[src/rtl/seven_segment_scanner_if.sv]
// Display-side bundle of the 7-segment scanner: digit data and controls in,
// cathode/anode drive and scan status out.
interface seven_segment_scanner_if #(
  parameter int NUM_DIGITS = 8
);
  localparam int IDX_W = (NUM_DIGITS > 1) ? $clog2(NUM_DIGITS) : 1;

  logic [4*NUM_DIGITS-1:0] val_in;
  logic [NUM_DIGITS-1:0]   dp_in;
  logic [NUM_DIGITS-1:0]   blank_in;
  logic                    lz_en_in;
  logic [3:0]              brightness_in;
  logic [6:0]              cat_out;
  logic                    dp_out;
  logic [NUM_DIGITS-1:0]   an_out;
  logic [IDX_W-1:0]        digit_idx_out;
  logic                    frame_done_out;

  modport master (
    output val_in, dp_in, blank_in, lz_en_in, brightness_in,
    input  cat_out, dp_out, an_out, digit_idx_out, frame_done_out
  );

  modport slave (
    input  val_in, dp_in, blank_in, lz_en_in, brightness_in,
    output cat_out, dp_out, an_out, digit_idx_out, frame_done_out
  );
endinterface

[src/rtl/seven_segment_scanner.sv]
// Multiplexed common-anode 7-segment driver: per-slot guard blanking, 4-bit PWM,
// decimal points, per-digit blanking, leading-zero suppression, frame-coherent data.
module seven_segment_scanner #(
  parameter int NUM_DIGITS = 8,
  parameter int SCAN_DIV   = 100_000,
  parameter int GUARD      = 1_000
) (
  input  logic                   clk_in,
  input  logic                   rst_n_in,
  seven_segment_scanner_if.slave disp
);
  localparam int IDX_W  = (NUM_DIGITS > 1) ? $clog2(NUM_DIGITS) : 1;
  localparam int CNT_W  = $clog2(SCAN_DIV);
  localparam int ACTIVE = SCAN_DIV - GUARD;
  localparam logic [CNT_W-1:0] SLOT_LAST = CNT_W'(SCAN_DIV - 1);
  localparam logic [IDX_W-1:0] IDX_LAST  = IDX_W'(NUM_DIGITS - 1);

  // Segment pattern {g,f,e,d,c,b,a}, active-high; pins take the complement.
  function automatic logic [6:0] glyph(input logic [3:0] nib);
    logic [6:0] seg;
    case (nib)
      4'h0:    seg = 7'b0111111;
      4'h1:    seg = 7'b0000110;
      4'h2:    seg = 7'b1011011;
      4'h3:    seg = 7'b1001111;
      4'h4:    seg = 7'b1100110;
      4'h5:    seg = 7'b1101101;
      4'h6:    seg = 7'b1111101;
      4'h7:    seg = 7'b0000111;
      4'h8:    seg = 7'b1111111;
      4'h9:    seg = 7'b1101111;
      4'hA:    seg = 7'b1110111;
      4'hB:    seg = 7'b1111100;
      4'hC:    seg = 7'b0111001;
      4'hD:    seg = 7'b1011110;
      4'hE:    seg = 7'b1111001;
      default: seg = 7'b1110001;
    endcase
    return seg;
  endfunction

  logic [CNT_W-1:0]        slot_cnt;
  logic [IDX_W-1:0]        idx;
  logic                    slot_end;
  logic                    frame_end;
  logic [4*NUM_DIGITS-1:0] val_snap;
  logic [NUM_DIGITS-1:0]   dp_snap;
  logic [NUM_DIGITS-1:0]   blank_snap;
  logic                    lz_snap;
  logic [3:0]              bright_q;

  assign slot_end  = (slot_cnt == SLOT_LAST);
  assign frame_end = slot_end && (idx == IDX_LAST);

  // NOTE: sequential state uses <= so every flop samples pre-edge values regardless of statement order.
  always_ff @(posedge clk_in or negedge rst_n_in) begin
    if (!rst_n_in) begin
      slot_cnt <= '0;
      idx      <= '0;
    end else if (slot_end) begin
      slot_cnt <= '0;
      idx      <= frame_end ? '0 : idx + IDX_W'(1);
    end else begin
      slot_cnt <= slot_cnt + CNT_W'(1);
    end
  end

  // NOTE: snapshot registers are reset so the first frame after reset shows a defined all-zero pattern.
  always_ff @(posedge clk_in or negedge rst_n_in) begin
    if (!rst_n_in) begin
      val_snap   <= '0;
      dp_snap    <= '0;
      blank_snap <= '0;
      lz_snap    <= 1'b0;
      bright_q   <= 4'hF;
    end else begin
      if (frame_end) begin
        val_snap   <= disp.val_in;
        dp_snap    <= disp.dp_in;
        blank_snap <= disp.blank_in;
        lz_snap    <= disp.lz_en_in;
      end
      if (slot_cnt == '0) bright_q <= disp.brightness_in;
    end
  end

  logic [3:0]            bright_eff;
  logic [31:0]           on_cycles;
  logic [31:0]           cnt_ext;
  logic                  in_window;
  logic                  zero_run;
  logic [NUM_DIGITS-1:0] dark;
  logic [3:0]            nibble;
  logic                  lit;
  logic [NUM_DIGITS-1:0] an_d;
  logic [6:0]            cat_d;
  logic                  dp_d;

  always_comb begin
    // NOTE: every variable gets a value before any branch, so no path can infer a latch.
    an_d  = '1;
    cat_d = 7'h7F;
    dp_d  = 1'b1;
    // The latch is only written at the end of cycle 0, so cycle 0 reads the input directly.
    bright_eff = (slot_cnt == '0) ? disp.brightness_in : bright_q;
    on_cycles  = (32'(ACTIVE) * (32'(bright_eff) + 32'd1)) >> 4;
    cnt_ext    = 32'(slot_cnt);
    in_window  = (cnt_ext >= 32'(GUARD)) && (cnt_ext < 32'(GUARD) + on_cycles);
    // Walk from the most significant digit down; zero_run stays set while all higher nibbles are zero.
    zero_run = lz_snap;
    dark     = '0;
    for (int i = NUM_DIGITS - 1; i >= 0; i--) begin
      zero_run = zero_run && (val_snap[4*i +: 4] == 4'h0);
      dark[i]  = blank_snap[i] || (zero_run && (i != 0));
    end
    nibble = val_snap[{idx, 2'b00} +: 4];
    lit    = in_window && !dark[idx];
    if (lit) begin
      an_d[idx] = 1'b0;
      cat_d     = ~glyph(nibble);
      dp_d      = ~dp_snap[idx];
    end
  end

  always_ff @(posedge clk_in or negedge rst_n_in) begin
    if (!rst_n_in) begin
      disp.an_out         <= '1;
      disp.cat_out        <= 7'h7F;
      disp.dp_out         <= 1'b1;
      disp.digit_idx_out  <= '0;
      disp.frame_done_out <= 1'b0;
    end else begin
      disp.an_out         <= an_d;
      disp.cat_out        <= cat_d;
      disp.dp_out         <= dp_d;
      disp.digit_idx_out  <= idx;
      disp.frame_done_out <= frame_end;
    end
  end
endmodule
[src/flat_wrapper.sv]
// flat-port wrapper written by rule: the top's interface ports become plain ports
module seven_segment_scanner_flat 
#(
  parameter int NUM_DIGITS = 8,
  parameter int SCAN_DIV   = 100_000,
  parameter int GUARD      = 1_000
)
  (clk_in, rst_n_in, disp_val_in, disp_dp_in, disp_blank_in, disp_lz_en_in, disp_brightness_in, disp_cat_out, disp_dp_out, disp_an_out, disp_digit_idx_out, disp_frame_done_out);
  seven_segment_scanner_if #(.NUM_DIGITS(NUM_DIGITS)) disp_i ();
  input  logic clk_in;
  input  logic rst_n_in;
  input wire logic [$bits(disp_i.val_in)-1:0] disp_val_in;
  input wire logic [$bits(disp_i.dp_in)-1:0] disp_dp_in;
  input wire logic [$bits(disp_i.blank_in)-1:0] disp_blank_in;
  input wire logic [$bits(disp_i.lz_en_in)-1:0] disp_lz_en_in;
  input wire logic [$bits(disp_i.brightness_in)-1:0] disp_brightness_in;
  output wire logic [$bits(disp_i.cat_out)-1:0] disp_cat_out;
  output wire logic [$bits(disp_i.dp_out)-1:0] disp_dp_out;
  output wire logic [$bits(disp_i.an_out)-1:0] disp_an_out;
  output wire logic [$bits(disp_i.digit_idx_out)-1:0] disp_digit_idx_out;
  output wire logic [$bits(disp_i.frame_done_out)-1:0] disp_frame_done_out;
  assign disp_i.val_in = disp_val_in;
  assign disp_i.dp_in = disp_dp_in;
  assign disp_i.blank_in = disp_blank_in;
  assign disp_i.lz_en_in = disp_lz_en_in;
  assign disp_i.brightness_in = disp_brightness_in;
  assign disp_cat_out = disp_i.cat_out;
  assign disp_dp_out = disp_i.dp_out;
  assign disp_an_out = disp_i.an_out;
  assign disp_digit_idx_out = disp_i.digit_idx_out;
  assign disp_frame_done_out = disp_i.frame_done_out;
  seven_segment_scanner #(.NUM_DIGITS(NUM_DIGITS), .SCAN_DIV(SCAN_DIV), .GUARD(GUARD)) u_core (.clk_in(clk_in), .rst_n_in(rst_n_in), .disp(disp_i));
endmodule
[config.mk]
export PLATFORM = sky130hd
export DESIGN_NAME = seven_segment_scanner_flat
export DESIGN_NICKNAME = d
export VERILOG_FILES = /design/src/rtl/seven_segment_scanner_if.sv /design/src/rtl/seven_segment_scanner.sv /design/src/flat_wrapper.sv
export SDC_FILE = /design/constraint.sdc
export NUM_CORES = 1
export LEC_CHECK = 0
export BUFFER_PORTS_ARGS = -buffer_cell sky130_fd_sc_hd__buf_2
export CORE_UTILIZATION = 40
export CTS_CLUSTER_DIAMETER = 150
export CTS_CLUSTER_SIZE = 8
export DETAILED_ROUTE_END_ITERATION = 16
export GPL_ROUTABILITY_DRIVEN = 1
export HOLD_SLACK_MARGIN = 0.08
export PLACE_DENSITY = 0.63
export SETUP_SLACK_MARGIN = 0.02
export SYNTH_ARGS = -nofsm -noshare
export SYNTH_HDL_FRONTEND = slang
export SYNTH_SLANG_ARGS = --single-unit
[constraint.sdc]
create_clock -name clk_in -period 15.4 [get_ports clk_in]
set_input_delay 4.62 -clock clk_in [delete_from_list [all_inputs] [get_ports clk_in]]
set_output_delay 4.62 -clock clk_in [all_outputs]
set_load 0.03 [all_outputs]
==> metrics <==
outcome finished, final reports clean; Yosys cell types 65; Syn Std Cell Area a little over 6000 um2; FFs w/ async S/R, synth 100%; Worst-path clk slew 0.07 ns; Hold Crit Class reg2reg; cell area power density roughly 100 nW/um2; I/O Buffers 74; cts bufs inserted 9; Die ar. approximately 16000 um2; Seq pwr share between 30% and 40%; Placed Area about 6700 um2; Post-Syn Nets around 790; global-route wire length before repair approximately 25000 um; Seq cells post-synth slightly above 90; R2R cell count 31; Post-synth EDFFs 0; Worst Hold Endpoint u_core.dp_snap[1]$_DFFE_PN0P_; setup TNS 0 ns; Top FF cell, synth dfrtp_1; row count 44; # DRC 0; via count between 5000 and 6000; # hold bufs at CTS 0; layout cells sized above 1 19.2%; pin count of the biggest net entering global routing 60; via/cell ratio roughly 5.5; DR pass1 iterations 7; Worst Setup SP disp_brightness_in[0]; cell count after synthesis between 600 and 700; commonest non-fill, non-tap cell in the layout nand2_1; Die Wd 126 um; Reg2Reg Launch Point u_core.slot_cnt[0]$_DFF_PN0_; routed len/inst between 15 and 20 um; Routability Congestion around 0.86; initial antenna violation count 0; fin crit period between 10 and 15 ns; # nets final 853; reg2reg setup slack between 5 and 6 ns; max frequency roughly 81 MHz; vias in the first global route approximately 5000; Pleak around 3.2 nW; clk sinks 93; MaxCap Viol Count 0; Chip Height 126 um; clk_lat worst skew around 0.35 ns; Worst Path Required 15.66 ns; Clock Skews between 0.006 and 0.007 ns; Comb pwr share between 30% and 40%; I/O Pins 75; Finished Cell Area approximately 7000 um2; crit path DAT between 10 and 15 ns; final antenna-violating net count 0; Max VDD drop about 0.052 mV; worst slew pin tran about 1.1 ns; PnR worst setup slack 2.99 ns; hold violation total from the final report 0; core area approximately 15000 um2; gr usage total around 20%; Synth warnings 0; Post-CTS Setup Bufs 0; Starting Density a little over two fifths; Clock Root Buffer clkbuf_16; hpwl dp 11300 um; clock share of power approximately 33%; worst hold stages 2; Sw Pwr roughly 0.00024 W; CP Launch Type input port; worst hold start u_core.dp_snap[1]$_DFFE_PN0P_; CP Max Fanout 14; critical path endpoint category flip-flop; Max-slew headroom 25.0%; Routed WL between 10000 and 15000 um; Switching Share between 30% and 40%; crit path kind in2reg; worst slack, placed 2.67 ns; Initial DRC Count 287; RR Endpoint u_core.disp.an_out[6]$_DFF_PN1_; post_cts resized 0; Slew Viols, Final 0; RSZ-0062 raised after global routing no; H-tree Lvls 3; Syn Area/Cell roughly 9.2 um2; Final setup viols 0; # diodes 0; cell internal pwr approximately 0.00047 W; CTS Buffer Depth 2; most frequent cells in the layout nand2_1, buf_2, dfrtp_1; gr ovfl total 0; Area Overhead vs Synth 13.8%; sequential fraction of the synthesis area 38.2%; period utilization between 80% and 90%; CTS tree done
-- cells by family after synthesis --
group                    after synthesis  share of synthesized area (%)
multiplexers                          24                           5.82
AO/OA/AOI/OAI                         86                           9.48
AND/OR/NAND/NOR                      310                           24.0
flip-flops                            93                           38.2
adder cells (fa/ha/maj)               65                           14.1
XOR/XNOR                              35                           4.98
buffers and inverters                 54                           3.42
-- how the worst max path moves through the flow --
stage                                                  end  cells after the start
after floorplan           u_core.disp.cat_out[1]$_DFF_PN1_                     27
after detailed placement   u_core.disp.an_out[6]$_DFF_PN1_                     27
after global routing       u_core.disp.an_out[6]$_DFF_PN1_                     27
after global placement     u_core.disp.an_out[3]$_DFF_PN1_                     27
after CTS                  u_core.disp.an_out[6]$_DFF_PN1_                     27
final                      u_core.disp.an_out[6]$_DFF_PN1_                     27
-- cell type report --
class / instances / area [um2]
inverters: 30 / 113
repair buffers: 79 / 408
clock inverters: 7 / 80.1
well taps: 184 / 230
multi-input cells: 520 / 3600
clock buffers: 9 / 225
fillers: 1425 / 7750
flip-flops and latches: 93 / 2350
-- metrics by stage --
step                      hold slack [ns]  instances  utilization [%]  power, W
after floorplan                     0.378        667                -  0.000413
final                               0.467        922             47.5  0.000701
after global routing                0.492        922             47.5  0.000748
after detailed placement            0.457        905             45.4  0.000473
after global placement              0.447        905             45.4  0.000465
after CTS                           0.474        921             47.4  0.000706
-- synthesized netlist by cell type (6+ instances only) --
cell      count  area, um2
nor2_1       27        101
nand3_1      18       90.1
a21oi_1      17       85.1
nor3_1       12       60.1
dfstp_2      20        526
nand4_1      12       75.1
nor4_1        8       50.1
mux4_2        9        203
and3_1       12       75.1
nand2_1     177        664
inv_1        29        109
dfrtp_1      73       1830
xnor2_1      19        166
xor2_1       16        140
clkbuf_1     21       78.8
mux2i_1      11        110
nand2b_1      6       37.5
ha_1         58        726
o21ai_0      21        105
fa_1          7        140
-- flip-flops by register name, summed over array words and instances, names as in the netlist, 3 cells and up --
signal                     cells
u_core.idx                     3
u_core.blank_snap              8
u_core.bright_q                4
u_core.disp.digit_idx_out      3
u_core.val_snap               32
u_core.slot_cnt               17
u_core.disp.cat_out            7
u_core.disp.an_out             8
u_core.dp_snap                 8
-- critical path, stage by stage --
cell and delay (ns):
buf_2 0.11, mux2i_1 0.84, inv_1 0.21, ha_1 0.27, xor2_1 0.38, inv_1 0.11
fa_1 0.50, inv_1 0.04, ha_1 0.28, fa_1 0.46, ha_1 0.37, a21oi_1 0.24
a21oi_1 0.12, or3_1 0.36, a2111oi_0 0.78, a31oi_1 0.28, xnor2_1 0.31, nand2_1 0.10
xor2_1 0.15, ha_1 0.31, nand4_1 0.08, or4_1 0.50, a31oi_1 0.23, nand2_1 0.08
o41ai_1 0.51, nor2_2 0.24, nand4_1 0.17
-- metal layers --
| metal | vias to the layer above | share of wire [%] | global-route usage [%] |
|---|---|---|---|
| met5 | - | 0 | 0 |
| met4 | 0 | 1.3 | 6.09 |
| met3 | 17 | 4.9 | 3.14 |
| met2 | 142 | 46 | 31.3 |
| met1 | 2453 | 48 | 28.7 |
| li1 | 2469 | - | - |
-- power by group through the flow --
stage | clock network, W | registers, W | logic [W]
6_report | 0.000228 | 0.000246 | 0.000227
5_1_grt | 0.000243 | 0.000246 | 0.000259
4_1_cts | 0.000235 | 0.000246 | 0.000225
3_5_place_dp | 0 | 0.000250 | 0.000223
3_3_place_gp | 0 | 0.000250 | 0.000215
2_1_floorplan | 0 | 0.000250 | 0.000163
Note: power is estimated with default switching activity, not from simulation.
